**src/rtl/dtc_pkg.sv**
```systemverilog
`default_nettype none
// +----------------------------------------------------------------------------+
// | Module   : dtc_pkg                                                         |
// | Brief    : Shared types and constants for the decision-tree vote stages.   |
// | Revision : 1.0                                                             |
// +----------------------------------------------------------------------------+
package dtc_pkg;

  typedef logic [1:0] dtc_class_t;

  localparam int DTC_NUM_CLASSES = 4;

  typedef enum logic [0:0] {
    ACCUM  = 1'b0,
    REPORT = 1'b1
  } dtc_vote_state_e;

  // Counter width able to hold the value n (0..n inclusive).
  function automatic int dtc_cnt_width(input int n);
    return $clog2(n + 1);
  endfunction

endpackage
`default_nettype wire

```
**src/rtl/dtc_argmax4.sv**
```systemverilog
`default_nettype none
// +----------------------------------------------------------------------------+
// | Module   : dtc_argmax4                                                     |
// | Brief    : Combinational 4-way argmax, lowest index wins ties, tie flag.   |
// | Revision : 1.0                                                             |
// +----------------------------------------------------------------------------+
module dtc_argmax4
  import dtc_pkg::*;
#(
  parameter int CNT_W = 5
) (
  input  logic [CNT_W-1:0] cnt0,
  input  logic [CNT_W-1:0] cnt1,
  input  logic [CNT_W-1:0] cnt2,
  input  logic [CNT_W-1:0] cnt3,
  output logic [1:0]       win_idx,
  output logic [CNT_W-1:0] win_cnt,
  output logic             win_tie
);

  logic [CNT_W-1:0] w_cnt [DTC_NUM_CLASSES];

  assign w_cnt[0] = cnt0;
  assign w_cnt[1] = cnt1;
  assign w_cnt[2] = cnt2;
  assign w_cnt[3] = cnt3;

  // Strict greater-than keeps the earliest (lowest) index on equal counts.
  always_comb begin
    win_idx = 2'd0;
    win_cnt = w_cnt[0];
    for (int k = 1; k < DTC_NUM_CLASSES; k++) begin
      if (w_cnt[k] > win_cnt) begin
        win_idx = 2'(k);
        win_cnt = w_cnt[k];
      end
    end
  end

  always_comb begin
    win_tie = 1'b0;
    for (int k = 0; k < DTC_NUM_CLASSES; k++) begin
      if ((2'(k) != win_idx) && (w_cnt[k] == win_cnt)) begin
        win_tie = 1'b1;
      end
    end
  end

endmodule
`default_nettype wire

```
**src/rtl/dtc_vote_accum.sv**
```systemverilog
`default_nettype none
// +----------------------------------------------------------------------------+
// | Module   : dtc_vote_accum                                                  |
// | Brief    : Windowed majority vote over classifier predictions.             |
// | Revision : 1.0                                                             |
// +----------------------------------------------------------------------------+
module dtc_vote_accum
  import dtc_pkg::*;
#(
  parameter  int WINDOW = 16,
  localparam int CNT_W  = $clog2(WINDOW + 1)
) (
  input  logic             clk,
  input  logic             rst_n,
  input  logic             clear,
  input  logic             in_valid,
  output logic             in_ready,
  input  logic [1:0]       in_class,
  output logic             out_valid,
  input  logic             out_ready,
  output logic [1:0]       out_class,
  output logic [CNT_W-1:0] out_count,
  output logic             out_tie
);

  dtc_vote_state_e  r_state;
  dtc_vote_state_e  w_state_nxt;

  logic [CNT_W-1:0] r_vote     [DTC_NUM_CLASSES];
  logic [CNT_W-1:0] w_vote_nxt [DTC_NUM_CLASSES];
  logic [CNT_W-1:0] r_samples;

  logic             w_accept;
  logic             w_last;
  logic             w_flush;

  logic [1:0]       w_win_idx;
  logic [CNT_W-1:0] w_win_cnt;
  logic             w_win_tie;

  logic [1:0]       r_out_class;
  logic [CNT_W-1:0] r_out_count;
  logic             r_out_tie;

  // clear outranks both the input accept and the output handshake.
  assign w_accept = in_valid && !clear && (r_state == ACCUM);
  assign w_last   = (r_samples == CNT_W'(WINDOW - 1));
  assign w_flush  = clear || ((r_state == REPORT) && out_ready);

  always_ff @(posedge clk or negedge rst_n) begin
    if (!rst_n) begin
      r_state <= ACCUM;
    end else begin
      r_state <= w_state_nxt;
    end
  end

  always_comb begin
    w_state_nxt = r_state;
    in_ready    = 1'b0;
    out_valid   = 1'b0;
    case (r_state)
      ACCUM: begin
        in_ready = rst_n;
        if (!clear && w_accept && w_last) begin
          w_state_nxt = REPORT;
        end
      end
      REPORT: begin
        out_valid = 1'b1;
        if (clear || out_ready) begin
          w_state_nxt = ACCUM;
        end
      end
      default: begin
        w_state_nxt = ACCUM;
      end
    endcase
  end

  // in_class only influences the sum when the sample is actually accepted.
  always_comb begin
    for (int k = 0; k < DTC_NUM_CLASSES; k++) begin
      w_vote_nxt[k] = r_vote[k] + CNT_W'(w_accept && (in_class == 2'(k)));
    end
  end

  always_ff @(posedge clk or negedge rst_n) begin
    if (!rst_n) begin
      for (int k = 0; k < DTC_NUM_CLASSES; k++) begin
        r_vote[k] <= '0;
      end
      r_samples <= '0;
    end else if (w_flush) begin
      for (int k = 0; k < DTC_NUM_CLASSES; k++) begin
        r_vote[k] <= '0;
      end
      r_samples <= '0;
    end else if (w_accept) begin
      for (int k = 0; k < DTC_NUM_CLASSES; k++) begin
        r_vote[k] <= w_vote_nxt[k];
      end
      r_samples <= r_samples + CNT_W'(1);
    end
  end

  // Argmax sees the counts including the sample that closes the window.
  dtc_argmax4 #(
    .CNT_W (CNT_W)
  ) u_argmax (
    .cnt0    (w_vote_nxt[0]),
    .cnt1    (w_vote_nxt[1]),
    .cnt2    (w_vote_nxt[2]),
    .cnt3    (w_vote_nxt[3]),
    .win_idx (w_win_idx),
    .win_cnt (w_win_cnt),
    .win_tie (w_win_tie)
  );

  always_ff @(posedge clk or negedge rst_n) begin
    if (!rst_n) begin
      r_out_class <= '0;
      r_out_count <= '0;
      r_out_tie   <= 1'b0;
    end else if (w_accept && w_last) begin
      r_out_class <= w_win_idx;
      r_out_count <= w_win_cnt;
      r_out_tie   <= w_win_tie;
    end
  end

  assign out_class = r_out_class;
  assign out_count = r_out_count;
  assign out_tie   = r_out_tie;

endmodule
`default_nettype wire

```
**config.mk**
```make
export PLATFORM = sky130hd
export DESIGN_NAME = dtc_vote_accum
export DESIGN_NICKNAME = d
export VERILOG_FILES = /design/src/rtl/dtc_pkg.sv /design/src/rtl/dtc_argmax4.sv /design/src/rtl/dtc_vote_accum.sv
export SDC_FILE = /design/constraint.sdc
export NUM_CORES = 1
export LEC_CHECK = 0
export ABC_AREA = 1
export BUFFER_PORTS_ARGS = -buffer_cell sky130_fd_sc_hd__buf_4
export CAP_MARGIN = 20
export CORE_MARGIN = 3
export CORE_UTILIZATION = 62
export CTS_CLUSTER_SIZE = 30
export DETAILED_ROUTE_END_ITERATION = 8
export PLACE_DENSITY = 0.81
export RECOVER_POWER = 100
export SLEW_MARGIN = 15
export SYNTH_ARGS = -nofsm -noshare
export SYNTH_HDL_FRONTEND = slang
export SYNTH_SLANG_ARGS = --single-unit
export TNS_END_PERCENT = 20
```
**constraint.sdc**
```tcl
create_clock -name clk -period 6.6 [get_ports clk]
set_input_delay 1.32 -clock clk [delete_from_list [all_inputs] [get_ports clk]]
set_output_delay 1.32 -clock clk [all_outputs]
set_load 0.05 [all_outputs]
```
[Word-level counts from Yosys, hierarchy flattened]
Index checks and enable logic that the tools add are counted.
Storage, ports and cells
  word-level logic and storage cells: 68
  register bits after elaboration: 34
Operators by class
  eq/ne operators: 11
  muxes and demuxes: 19
  $add $sub $neg: 5
  reduce and logical (&&, ||, !) cells: 20
  order comparisons: 3
  bitwise operators: 1
Operator list (number)
  $mux 20: 2
  $mux 5: 5
  $add 5x1->5: 4
  $eq 5x5->1: 4
  $gt 5x5->1: 3
  $logic_and 1x1->1: 14
  $mux 1: 9
  $add 5x1->5 const B: 1
  $eq 5x4->1 const B: 1
  $eq 2x2->1 const B: 2
  $mux 2: 2
  $ne 2x2->1 const A: 2
  $reduce_bool 2->1: 2
  $eq 2x1->1 const B: 1
  $logic_not 2->1: 1
  $logic_or 1x1->1: 2
  $ne 1x2->1 const A: 1
  $pmux 1 s2: 1
  $logic_not 1->1: 1
  $not 1->1: 1

[Longest topological paths before layout]
Gate-level depths: netlist (run 1).
  depth after elaboration: 17
  mapped depth: 47
  depth with buffers taken out: 45

[Modules after synthesis]
A second synthesis (run 1) with hierarchy kept.
Second synthesis, totals
  cell total of the unflattened synthesis: 459
  area, all modules: 3072.9 sq um
By module, submodules not included
  dtc_vote_accum: area each 1820.5 sq um, instances 1, sequential area each 850.8 sq um, cells each 223
  dtc_argmax4: area each 1252.5 sq um, instances 1, sequential area each 0.0 sq um, cells each 236

[Least setup slack after synthesis (run 1)]
Ideal clock, no wire load.
  path type: input to register
  from: input clear
  to: register r_out_tie, in the netlist out_tie
  buffers on the path: 4
  data required time: 6.529 ns
  setup slack: 0.165 ns
  arrival: 6.364 ns
  library setup time: 0.071 ns
  stages: 43
  cell sequence: inv_1 > nand3_1 > clkbuf_1 > clkbuf_1 > nor3_1 > ha_1 > xor2_1 > inv_1 > ha_1 > nand2_1 > nor2_2 > nand3b_1 > nand2_2 > nand2_4 > inv_2 > nand2_2 > nand2_1 > inv_1 > [... 7 more ...] > nand3_2 > nand2_2 > ha_1 > nand2_1 > nor2_1 > nand2_1 > nand3_1 > inv_1 > a21oi_1 > clkbuf_1 > nand2_1 > nand3_1 > nand3_1 > nor2_1 > nand2_1 > nand2_1 > nor2_1 > nor2_1
Between the ends
  cells in the longest elaborated chain, start to end: 17
  elaborated cells between the ends (all ways): 37
  classes of those cells: add/sub (4); order compare (3); eq/ne (7); mux (10); reduce/logical (13)
RTL lines
  start: declaration: line dtc_vote_accum.sv:15  | input logic clear,
  $logic_not 1->1 *: line dtc_vote_accum.sv:46  | assign w_accept = in_valid && !clear && (r_state == ACCUM);
  $logic_and 1x1->1 * (2 in series): line dtc_vote_accum.sv:46
  $logic_and 1x1->1: line dtc_vote_accum.sv:84  | w_vote_nxt[k] = r_vote[k] + CNT_W'(w_accept && (in_class == 2'(k)));
  $add 5x1->5: line dtc_vote_accum.sv:84
  $gt 5x5->1: line dtc_argmax4.sv:33  | if (w_cnt[k] > win_cnt) begin
  $mux 5: line dtc_argmax4.sv:33
  $gt 5x5->1: line dtc_argmax4.sv:33
  $mux 5: line dtc_argmax4.sv:33
  $gt 5x5->1: line dtc_argmax4.sv:33
  $mux 5 or $mux 2 (tied branches): line dtc_argmax4.sv:33
  $eq 5x5->1 or $reduce_bool 2->1 (tied branches): line dtc_argmax4.sv:43  | if ((2'(k) != win_idx) && (w_cnt[k] == win_cnt)) begin
  $logic_and 1x1->1: line dtc_argmax4.sv:43
  $mux 1 (4 in series): line dtc_argmax4.sv:43
  end signal: assignment: line dtc_vote_accum.sv:128  | r_out_tie <= w_win_tie;
  end: declaration: line dtc_vote_accum.sv:43  | logic r_out_tie;
Mark *: on every way between the ends. The rest lies on a longest branch, timed or not.
A chain may end at the register's enable or synchronous reset.

[Worst setup path in the final report (run 1)]
Ends and elaborated chain as after synthesis.

==> out/metrics.yaml, run 1 <==
outcome: "finished, violations left"
violations: "capacitance limit, slew limit"
final_cell_mix: "nand2_1, nand3_1, inv_1"
floorplan.rows: 23
die_y_um: 73.49
cts.path.max_buffers: 2
r2r_start: "r_state"
path_class: "in2reg"
leakage_nw: 1.823
drc: 0
io_buffers: 16
combPwrFrac_pct: 40.4
min_period_ns: 6.401
worstPathMaxFanout: 9
placed_cell_area_um2: 3033
hold_violations: 0
htree_levels: 2
grt_max_degree: 46
die-area_um2: 5401
max_stage_delay_ns: 0.29
synth.avg_cell_area_um2: 6.888
seqPwrFrac_pct: 28.2
synthCells: 410
synthArstFlopShare_pct: 100.0
grt_pass1_vias: 2726
setup_slack_ns: 0.1989
cts_tree: "yes"
diodes: 0
synth_nets: 439
path_common_cell: "nand2_1"
cap_violations: 1
yosysWarnings: 0
peakVddDrop_mv: 0.1648
grt_pass1_wl_um: 12900
crit_path_start_kind: "input port"
ys_seq_elements: 34
clk_latency_ns: 0.29
synth.distinct_cells: 27
fin_worst_skew_ns: 0.007871
power.total_w: 0.0007541
avgRoutedWirePerCell_um: 16.16
worst_pin_slew_ns: 1.818
drt_iter0_markers: 416
ys_seq_area_share_pct: 30.13
synth-main-ff-cell: "dfrtp_1"
required_ns: 6.79
start_util_pct: 67.21
clock_sinks: 34
clk_pin_slew_ns: 0.08
finalSetupViolations: 0
power_frac_clock_pct: 31.4
arrival_ns: 6.59
synth_top_cell_area_share_pct: 30.13
antenna_found_initial: 0
globalRoute.totalOverflow: 0
final_area_um2: 3356
syn_to_final_growth_pct: 18.83
die_width_um: 73.49
holdWs_ns: 0.4661
pwr_density_cell_nw_per_um2: 224.7
place_congestion: 0.9809
netlist_area_um2: 2824
root_buffer: "clkbuf_8"
startpoint: "clear"
dp_slack_ns: -0.1416
grt_use_total_pct: 30.85
slew_viol_final: 36
vias: 3056
finalWirelength_um: 8013
crit_slowest_cell: "ha_1"
drive_above_1_share_pct: 19.06
synth_area_leaders: "dfrtp_1, nand2_1, nand3_1"
cts_buffers: 5
synth_area_leader_cell: "dfrtp_1"
hold_class: "reg2reg"
hold_path.startpoint: "r_samples[3]"
p_sw_w: 0.0002812
slew_headroom_pct: -21.18
dr.pass1.iters: 9
final_common_cell: "nand2_1"
core_area_um2: 4202
crit_path_end_kind: "register"
swShare_pct: 37.29
period_share_pct: 96.99
fmax_mhz: 156.2
io_pins: 17
dpl.hpwl_um: 5753
nets: 474
drtAntennaViolNets: 0
vias_per_cell: 6.161
synth_edf_count: 0
hold_buffers: 0
p_int_w: 0.0004729
[through the flow]
stage / utilization, % / setup TNS, ns / cells
3_5_place_dp: 72.19 / -0.1416 / 476
6_report: 79.87 / 0 / 496
2_1_floorplan: - / 0 / 410
3_3_place_gp: 72.19 / 0 / 476
5_1_grt: 79.87 / -0.1266 / 496
4_1_cts: 75.46 / 0 / 484
[cells in the mapped netlist, types with 3 or more instances]
cell      number
o22ai_1        7
nand2_1      102
nand3_1       74
nor2_1        23
a21oi_1       12
o21ai_1        3
nand2_2       13
dfrtp_1       34
xor2_1        12
nor3_1         4
nand3_2        6
ha_1          22
nand4_1        9
inv_1         44
clkbuf_1       8
o21ai_0       22
[cell type report]
type | instances | area [um2]
clock buffer | 5 | 68.82
inverter | 46 | 172.7
tap | 50 | 62.56
sequential | 34 | 850.8
timing repair inverter | 1 | 7.507
clock inverter | 3 | 68.82
timing repair buffer | 37 | 290.3
multi-input combinational | 320 | 1834
fill | 317 | 845.8
[flip-flops by register name (all words and copies together) (netlist names)]
| register | cells |
|---|---|
| out_tie | 1 |
| r_vote | 20 |
| r_samples | 5 |
| out_class | 2 |
| out_count | 5 |
| r_state | 1 |
[power by group through the flow]
| stage | logic (W) | registers (W) | clock network [W] |
|---|---|---|---|
| floorplan | 0.000182 | 0.000216 | 0 |
| global placement | 0.000233 | 0.000217 | 0 |
| detailed placement | 0.000234 | 0.000217 | 0 |
| CTS | 0.000236 | 0.000213 | 0.000238 |
| global route | 0.000332 | 0.000213 | 0.000246 |
| finish | 0.000304 | 0.000213 | 0.000237 |
[final timing paths]
| kind | end | slack [ns] | cells after the start |
|---|---|---|---|
| worst min register to register | r_samples[3] | 0.47 | 1 |
| min in group asynchronous | r_vote[12] | 1.51 | 1 |
| max in group asynchronous | r_vote[7] | 4.05 | 1 |
| worst max register to register | out_tie | 0.91 | 41 |
| worst max-delay path | out_tie | 0.20 | 42 |
| worst min-delay path | r_samples[3] | 0.47 | 1 |
[cells by family after synthesis]
| group | after synthesis | synth area share [%] |
|---|---|---|
| adder cells (fa/ha/maj) | 22 | 9.747 |
| AND/OR/NAND/NOR | 236 | 38.77 |
| flip-flops | 34 | 30.13 |
| AO/OA/AOI/OAI | 50 | 9.792 |
| XOR/XNOR | 12 | 3.722 |
| buffers and inverters | 56 | 7.843 |
[critical path: cells and delay by family]
kind	cells	cell delay [ns]
and+or+nand+nor	27	2.70
adders and majority gates	4	1.09
buffers and inverters	8	0.94
AOI/OAI and AO/OA	2	0.33
xor gates and xnor gates	1	0.21
[repair_timing]
| action | 4_1_cts | 5_1_grt |
|---|---|---|
| buffers inserted | 0 | 11 |
| hold endpoints to repair | 0 | 0 |
| resized for setup | 0 | 25 |
| setup endpoints to repair | 0 | 3 |
[routing by layer]
layer | vias up | global-route usage (%) | share of wire [%]
met5 | - | 0 | 0
met4 | 0 | 13.68 | 4.2
met3 | 49 | 5.746 | 9.0
met2 | 184 | 47.64 | 45
met1 | 1390 | 41.87 | 42
li1 | 1433 | - | -
No activity file was read; power rests on OpenSTA's default activity.
==> run 2, diff against run 1 <==
CORE_ASPECT_RATIO = 0.5   (was not set)
==> out/metrics.yaml, run 2 (same netlist as run 1, synthesis figures left out) <==
outcome: "finished, violations left"
violations: "capacitance limit, slew limit"
min_period_ns: 6.391  # -0.009895 ns
top_register: "r_vote"
worstPathMaxFanout: 12  # +3
crit_path_start_kind: "input port"
grt_pass1_vias: 2844  # +4.3%
grt_pass1_wl_um: 13390  # +3.8%
die_width_um: 101.4  # +38%
globalRoute.totalOverflow: 0  # unchanged
dp_slack_ns: -0.05834  # +0.08328 ns
clk_pin_slew_ns: 0.07  # about the same
htree_levels: 2  # unchanged
finalWirelength_um: 8553  # +6.7%
antenna_found_initial: 0  # unchanged
cts_tree: "yes"
start_util_pct: 68.15  # +0.93 points
required_ns: 6.83  # +0.04 ns
die-area_um2: 5450  # +0.90%
fillers: 298  # -6.0%
hold_buffers: 0  # unchanged
crit_path_end_kind: "register"
leakage_nw: 1.779  # -2.4%
slew_viol_final: 36  # unchanged
grt_use_total_pct: 32.11  # +1.3 points
drt_iter0_markers: 390  # -6.3%
final_area_um2: 3258  # -2.9%
nets: 471  # -0.63%
avgRoutedWirePerCell_um: 17.21  # +6.5%
cts_buffers: 5  # unchanged
slew_headroom_pct: -27.86  # -6.7 points
grt_max_degree: 46  # unchanged
holdWs_ns: 0.4667  # +0.0006520 ns
dr.pass1.iters: 5  # -4
reg2reg_slack_ns: 0.91  # about the same
finalSetupViolations: 0  # unchanged
clk_latency_ns: 0.30  # about the same
dpl.hpwl_um: 6189  # +7.6%
largest_reg_flops: 20  # unchanged
die_y_um: 53.72  # -27%
arrival_ns: 6.62  # +0.03 ns
io_buffers: 16  # unchanged
path_common_cell: "nand2_1"
final_common_cell: "nand2_1"
drive_above_1_share_pct: 17.61  # -1.5 points
fmax_mhz: 156.5  # +0.15%
cap_violations: 1  # unchanged
root_buffer: "clkbuf_8"
vias: 3070  # +0.46%
drtAntennaViolNets: 0  # unchanged
hold_violations: 0  # unchanged
period_share_pct: 96.84  # -0.15 points
worst_pin_slew_ns: 1.918  # +0.1002 ns
place_congestion: 1.151  # +17%
peakVddDrop_mv: 0.1560  # -5.3%
placed_cell_area_um2: 3075  # +1.4%
path_class: "in2reg"
floorplan.rows: 16  # -30%
hold_class: "reg2reg"
fin_worst_skew_ns: 0.005850  # -0.002021 ns
diodes: 0  # unchanged
crit_slowest_cell: "ha_1"
seqCellArea_um2: 850.8  # unchanged
clock_sinks: 34  # unchanged
postLayoutCoreUtil_pct: 78.62  # -1.2 points
pwr_density_cell_nw_per_um2: 204.6  # -9.0%
drc: 0  # unchanged
max_stage_delay_ns: 0.31  # +0.02 ns
tns_ns: 0  # unchanged
final_cell_mix: "nand2_1, nand3_1, inv_1"
multi_input_area_um2: 1813  # -1.2%
core_area_um2: 4144  # -1.4%
syn_to_final_growth_pct: 15.37
cts.path.max_buffers: 2  # unchanged
setup_slack_ns: 0.2088  # +0.009895 ns
vias_per_cell: 6.177  # +0.26%
io_pins: 17  # unchanged
## run 2: cell types whose count changed in the layout (fill, tap and decap cells not counted), sizes merged
| cell | change |
|---|---|
| buf | -2 |
| bufinv | -2 |
| clkbuf | +1 |
## run 2: metrics by stage
step,instances,total power [W]
final,497,0.0006666
after global routing,497,0.0007006
after CTS,493,0.0006211
after detailed placement,485,0.0004562
after global placement,485,0.0004460
after floorplan,410,0.0003987
## run 2: cell type report
class | count | area share [%]
multi-input combinational | 320 | 55.65
sequential | 34 | 26.11
timing repair buffer | 34 | 7.757
inverter | 46 | 5.376
clock buffer | 7 | 2.650
tap | 54 | 2.074
timing repair inverter | 1 | 0.2304
clock inverter | 1 | 0.1536
## run 2: worst max-delay path, delay by kind of cell
family,cells,cell delay (ns)
fa+ha+maj,4,1.13
xor+xnor,1,0.21
buf+inv,8,0.87
simple gates,27,2.72
compound gates,2,0.35
## run 2: where the power goes
group	switching [W]	leakage, nW	internal [W]
clock	0.0000849	0.0482	0.0000843
sequential	0.00000218	0.473	0.000211
combinational	0.000193	1.26	0.0000915
total	0.000280	1.78	0.000386
## run 2: final timing paths
check                             start      endpoint  depth (start not counted)
hold reg to reg            r_samples[3]  r_samples[3]                          1
setup reg to reg                r_state       out_tie                         41
min in group asynchronous         rst_n    r_vote[17]                          1
setup / recovery                  clear       out_tie                         42
hold / removal             r_samples[3]  r_samples[3]                          1
max in group asynchronous         rst_n       out_tie                          1
## run 2: what timing repair did
item / CTS / global route
gates resized for setup: 0 / 19
buffers inserted: 0 / 2
endpoints found under the hold margin: 0 / 0
endpoints found under the setup margin: 0 / 1
## run 2: metal layers
layer	part of all wire (%)	vias to the layer above	track usage (%)	routed length, um
li1	-	1431	-	-
met1	45	1411	43.74	3823
met2	42	196	49.89	3582
met3	11	32	9.314	956
met4	2.2	0	9.934	190
met5	0	-	0	0
==> run 3, diff against run 2 <==
ABC_AREA = not set   (was 1)
==> out/metrics.yaml, run 3 <==
outcome: "stopped before the end"
failed_stage: "clock tree synthesis (4_1_cts)"
firstError: "[ERROR DPL-0038] Utilization greater than 100%, impossible to legalize"
ys_seq_area_share_pct: 29.01  # -1.1 points
hold_buffers: 0  # unchanged
synth_area_leaders: "dfrtp_1, ha_1, nand2_1"
start_util_pct: 69.76  # +1.6 points
synthArstFlopShare_pct: 100.0  # unchanged
root_buffer: "clkbuf_8"
die_y_um: 54.64  # +1.7%
synthTopCellsByCount: "nand2_1, o21ai_0, dfrtp_1, nor2_1, ha_1"
die_width_um: 103.3  # +1.8%
clock_sinks: 34  # unchanged
htree_levels: 2  # unchanged
synthCells: 332  # -19%
synth.distinct_cells: 63  # +130%
synth-main-ff-cell: "dfrtp_1"
floorplan.rows: 16  # unchanged
post_cts_resized: 57  # +57
cts.path.max_buffers: 2  # unchanged
synth_nets: 361  # -18%
synth.avg_cell_area_um2: 8.834  # +28%
netlist_area_um2: 2933  # +3.9%
synth_edf_count: 0  # unchanged
yosysWarnings: 0  # unchanged
synth_top_cell_area_share_pct: 29.01  # -1.1 points
cts_buffers: 5  # unchanged
placed_cell_area_um2: 3715  # +21%
place_congestion: 1.101  # -4.3%
ys_seq_elements: 34  # unchanged
yosysMostFrequentCell: "nand2_1"
synth_area_leader_cell: "dfrtp_1"
dpl.hpwl_um: 7143  # +15%
postCtsSetupRepairBufs: 16  # +16
io_buffers: 16  # unchanged
io_pins: 17  # unchanged
==> run 3: cell families after synthesis <==
kind of cell | synth area share (%)
multiplexers | 3.200
buffers and inverters | 2.816
XOR/XNOR | 12.46
flip-flops | 29.01
AND/OR/NAND/NOR | 21.54
adder cells (fa/ha/maj) | 9.386
AO/OA/AOI/OAI | 21.59
==> run 3: stage by stage <==
step	instances	utilization, %	hold WS (ns)	worst slack, ns
after detailed placement	464	88.36	0.4764	-0.9255
after global placement	464	88.36	0.4607	-0.5830
after floorplan	332	-	0.4498	-0.4746
==> run 4, diff against run 3 <==
CORE_ASPECT_RATIO = not set   (was 0.5)
CORE_UTILIZATION = 40   (was 62)
CTS_CLUSTER_SIZE = not set   (was 30)
PLACE_DENSITY = not set   (was 0.81)
PLACE_DENSITY_LB_ADDON = 0.15   (was not set)
==> out/metrics.yaml, run 4 <==
grt_use_total_pct: 20.80
fin_worst_skew_ns: 0.02038
crit_slowest_cell: "or3b_4"
die_y_um: 91.63  # +68%
drive_above_1_share_pct: 40.00
final_cell_mix: "buf_4, nand2_1, dfrtp_1"
crit_path_start_kind: "input port"
synthArstFlopShare_pct: 100.0  # unchanged
max_stage_delay_ns: 0.43
syn_to_final_growth_pct: 45.05
clk_pin_slew_ns: 0.10
ys_seq_elements: 34  # unchanged
grt_pass1_vias: 2848
wl_met2_um: 4149
clock_sinks: 34  # unchanged
drc: 0
start_util_pct: 42.23  # -28 points
slew_headroom_pct: -27.96
dpl.hpwl_um: 6540  # -8.5%
die-area_um2: 8395
hold_buffers: 0  # unchanged
path_class: "in2reg"
netlist_area_um2: 2933  # unchanged
synth-main-ff-cell: "dfrtp_1"
synthCells: 332  # unchanged
rsz0062_at_grt: "yes"
fmax_mhz: 144.9
cts_tree: "yes"
top_register: "r_vote"
io_buffers: 16  # unchanged
arrival_ns: 7.14
startpoint: "clear"
clk_latency_ns: 0.31
synth_nets: 361  # unchanged
finalWirelength_um: 8901
worst-r2r-cell-count: 29
power.total_w: 0.0007481
synth_area_leader_cell: "dfrtp_1"
synth_top_cell_area_share_pct: 29.01  # unchanged
die_width_um: 91.63  # -11%
slew_viol_final: 36
min_period_ns: 6.903
wl_met1_um: 4137
synth.avg_cell_area_um2: 8.834  # unchanged
worst_pin_slew_ns: 1.919
finalSetupViolations: 1
holdPathStages: 2
nets: 463
setup_slack_ns: -0.3027
ys_seq_area_share_pct: 29.01  # unchanged
cap_violations: 1
cts.path.max_buffers: 2  # unchanged
period_share_pct: 104.6
vias_per_cell: 5.441
met3WireLength_um: 485
root_buffer: "clkbuf_8"
reg2reg_slack_ns: 0.37
vias: 2889
drtAntennaViolNets: 0
hold_class: "reg2reg"
antenna_found_initial: 0
required_ns: 6.84
routed.top_layer: "met4"
globalRoute.totalOverflow: 0
violations: "capacitance limit, slew limit, setup timing"
timing.critical_path.to: "out_tie"
dp_slack_ns: -0.8136  # +0.1119 ns
dr.pass1.iters: 4
timing.rr.end: "out_tie"
synth.distinct_cells: 63  # unchanged
io_pins: 17  # unchanged
tns_ns: -0.3027
hold_violations: 0
grt_max_degree: 36
htree_levels: 2  # unchanged
crit_path_end_kind: "register"
synthTopCellsByCount: "nand2_1, o21ai_0, dfrtp_1, nor2_1, ha_1"
peakVddDrop_mv: 0.1157
yosysMostFrequentCell: "nand2_1"
leakage_nw: 1.922
worstPathMaxFanout: 5
synth_edf_count: 0  # unchanged
place_congestion: 0.9094  # -17%
grt_pass1_wl_um: 14080
final_common_cell: "buf_4"
core_area_um2: 6944
yosysWarnings: 0  # unchanged
cts_buffers: 5  # unchanged
largest_reg_flops: 20
pwr_density_cell_nw_per_um2: 175.8
diodes: 0
synth_area_leaders: "dfrtp_1, ha_1, nand2_1"
avgRoutedWirePerCell_um: 16.76
r2r_start: "r_state"
drt_iter0_markers: 125
outcome: "finished, violations left"
floorplan.rows: 30  # +14
[run 4: metal layers]
metal | vias to the layer above | GRT usage, %
met5 | - | 0
met4 | 0 | 5.025
met3 | 19 | 2.953
met2 | 79 | 34.27
met1 | 1391 | 28.74
li1 | 1400 | -
[run 4: final cells by class]
type / count / area (um2)
timing repair buffer: 102 / 728.2
clock inverter: 2 / 37.54
fill: 576 / 2690
tap: 96 / 120.1
sequential: 34 / 850.8
clock buffer: 6 / 72.57
multi-input combinational: 276 / 2389
inverter: 15 / 56.30
[run 4: cells by family after synthesis]
kind of cell,after synthesis,share of synthesized area (%)
AOI/OAI and AO/OA,88,21.59
buffers and inverters,22,2.816
and+or+nand+nor,123,21.54
DFF,34,29.01
muxes,9,3.200
xor gates and xnor gates,34,12.46
adders and majority gates,22,9.386
[run 4: worst min path at each step]
| stage | slack (ns) | end | start |
|---|---|---|---|
| floorplan | 0.45 | r_samples[4] | r_samples[4] |
| global placement | 0.46 | out_count[1] | out_count[1] |
| detailed placement | 0.47 | r_samples[4] | r_samples[4] |
| CTS | 0.49 | r_samples[4] | r_samples[4] |
| global route | 0.50 | r_samples[4] | r_samples[4] |
| finish | 0.49 | out_count[2] | out_count[2] |
[run 4: timing repair]
item / 4_1_cts / 5_1_grt
setup endpoints to repair: 1 / 4
pin swaps: 15 / 32
buffers inserted: 5 / 9
resized for setup: 14 / 43
cloned: 0 / 0
hold endpoints to repair: 0 / 0
[run 4: metrics by stage]
step           cells  utilization [%]  hold slack (ns)  cell area (um2)
4_1_cts          523            57.95           0.4885             4024
6_report         531            61.26           0.4872             4254
5_1_grt          531            61.26           0.5040             4254
2_1_floorplan    332                -           0.4498             3055
3_3_place_gp     510            54.68           0.4560             3797
3_5_place_dp     510            54.68           0.4700             3797
[run 4: critical path: cells and delay by family]
kind	cells	cell delay (ns)
adder cells (fa/ha/maj)	4	0.93
buffers and inverters	4	0.45
AO/OA/AOI/OAI	11	2.22
AND/OR/NAND/NOR	10	2.03
XOR/XNOR	1	0.18
[run 4: power breakdown]
| group | leakage (nW) | switching (W) | internal (W) |
|---|---|---|---|
| logic | 1.40 | 0.000167 | 0.000163 |
| clock network | 0.0514 | 0.0000924 | 0.000113 |
| registers | 0.468 | 0.00000226 | 0.000210 |
| total | 1.92 | 0.000262 | 0.000487 |
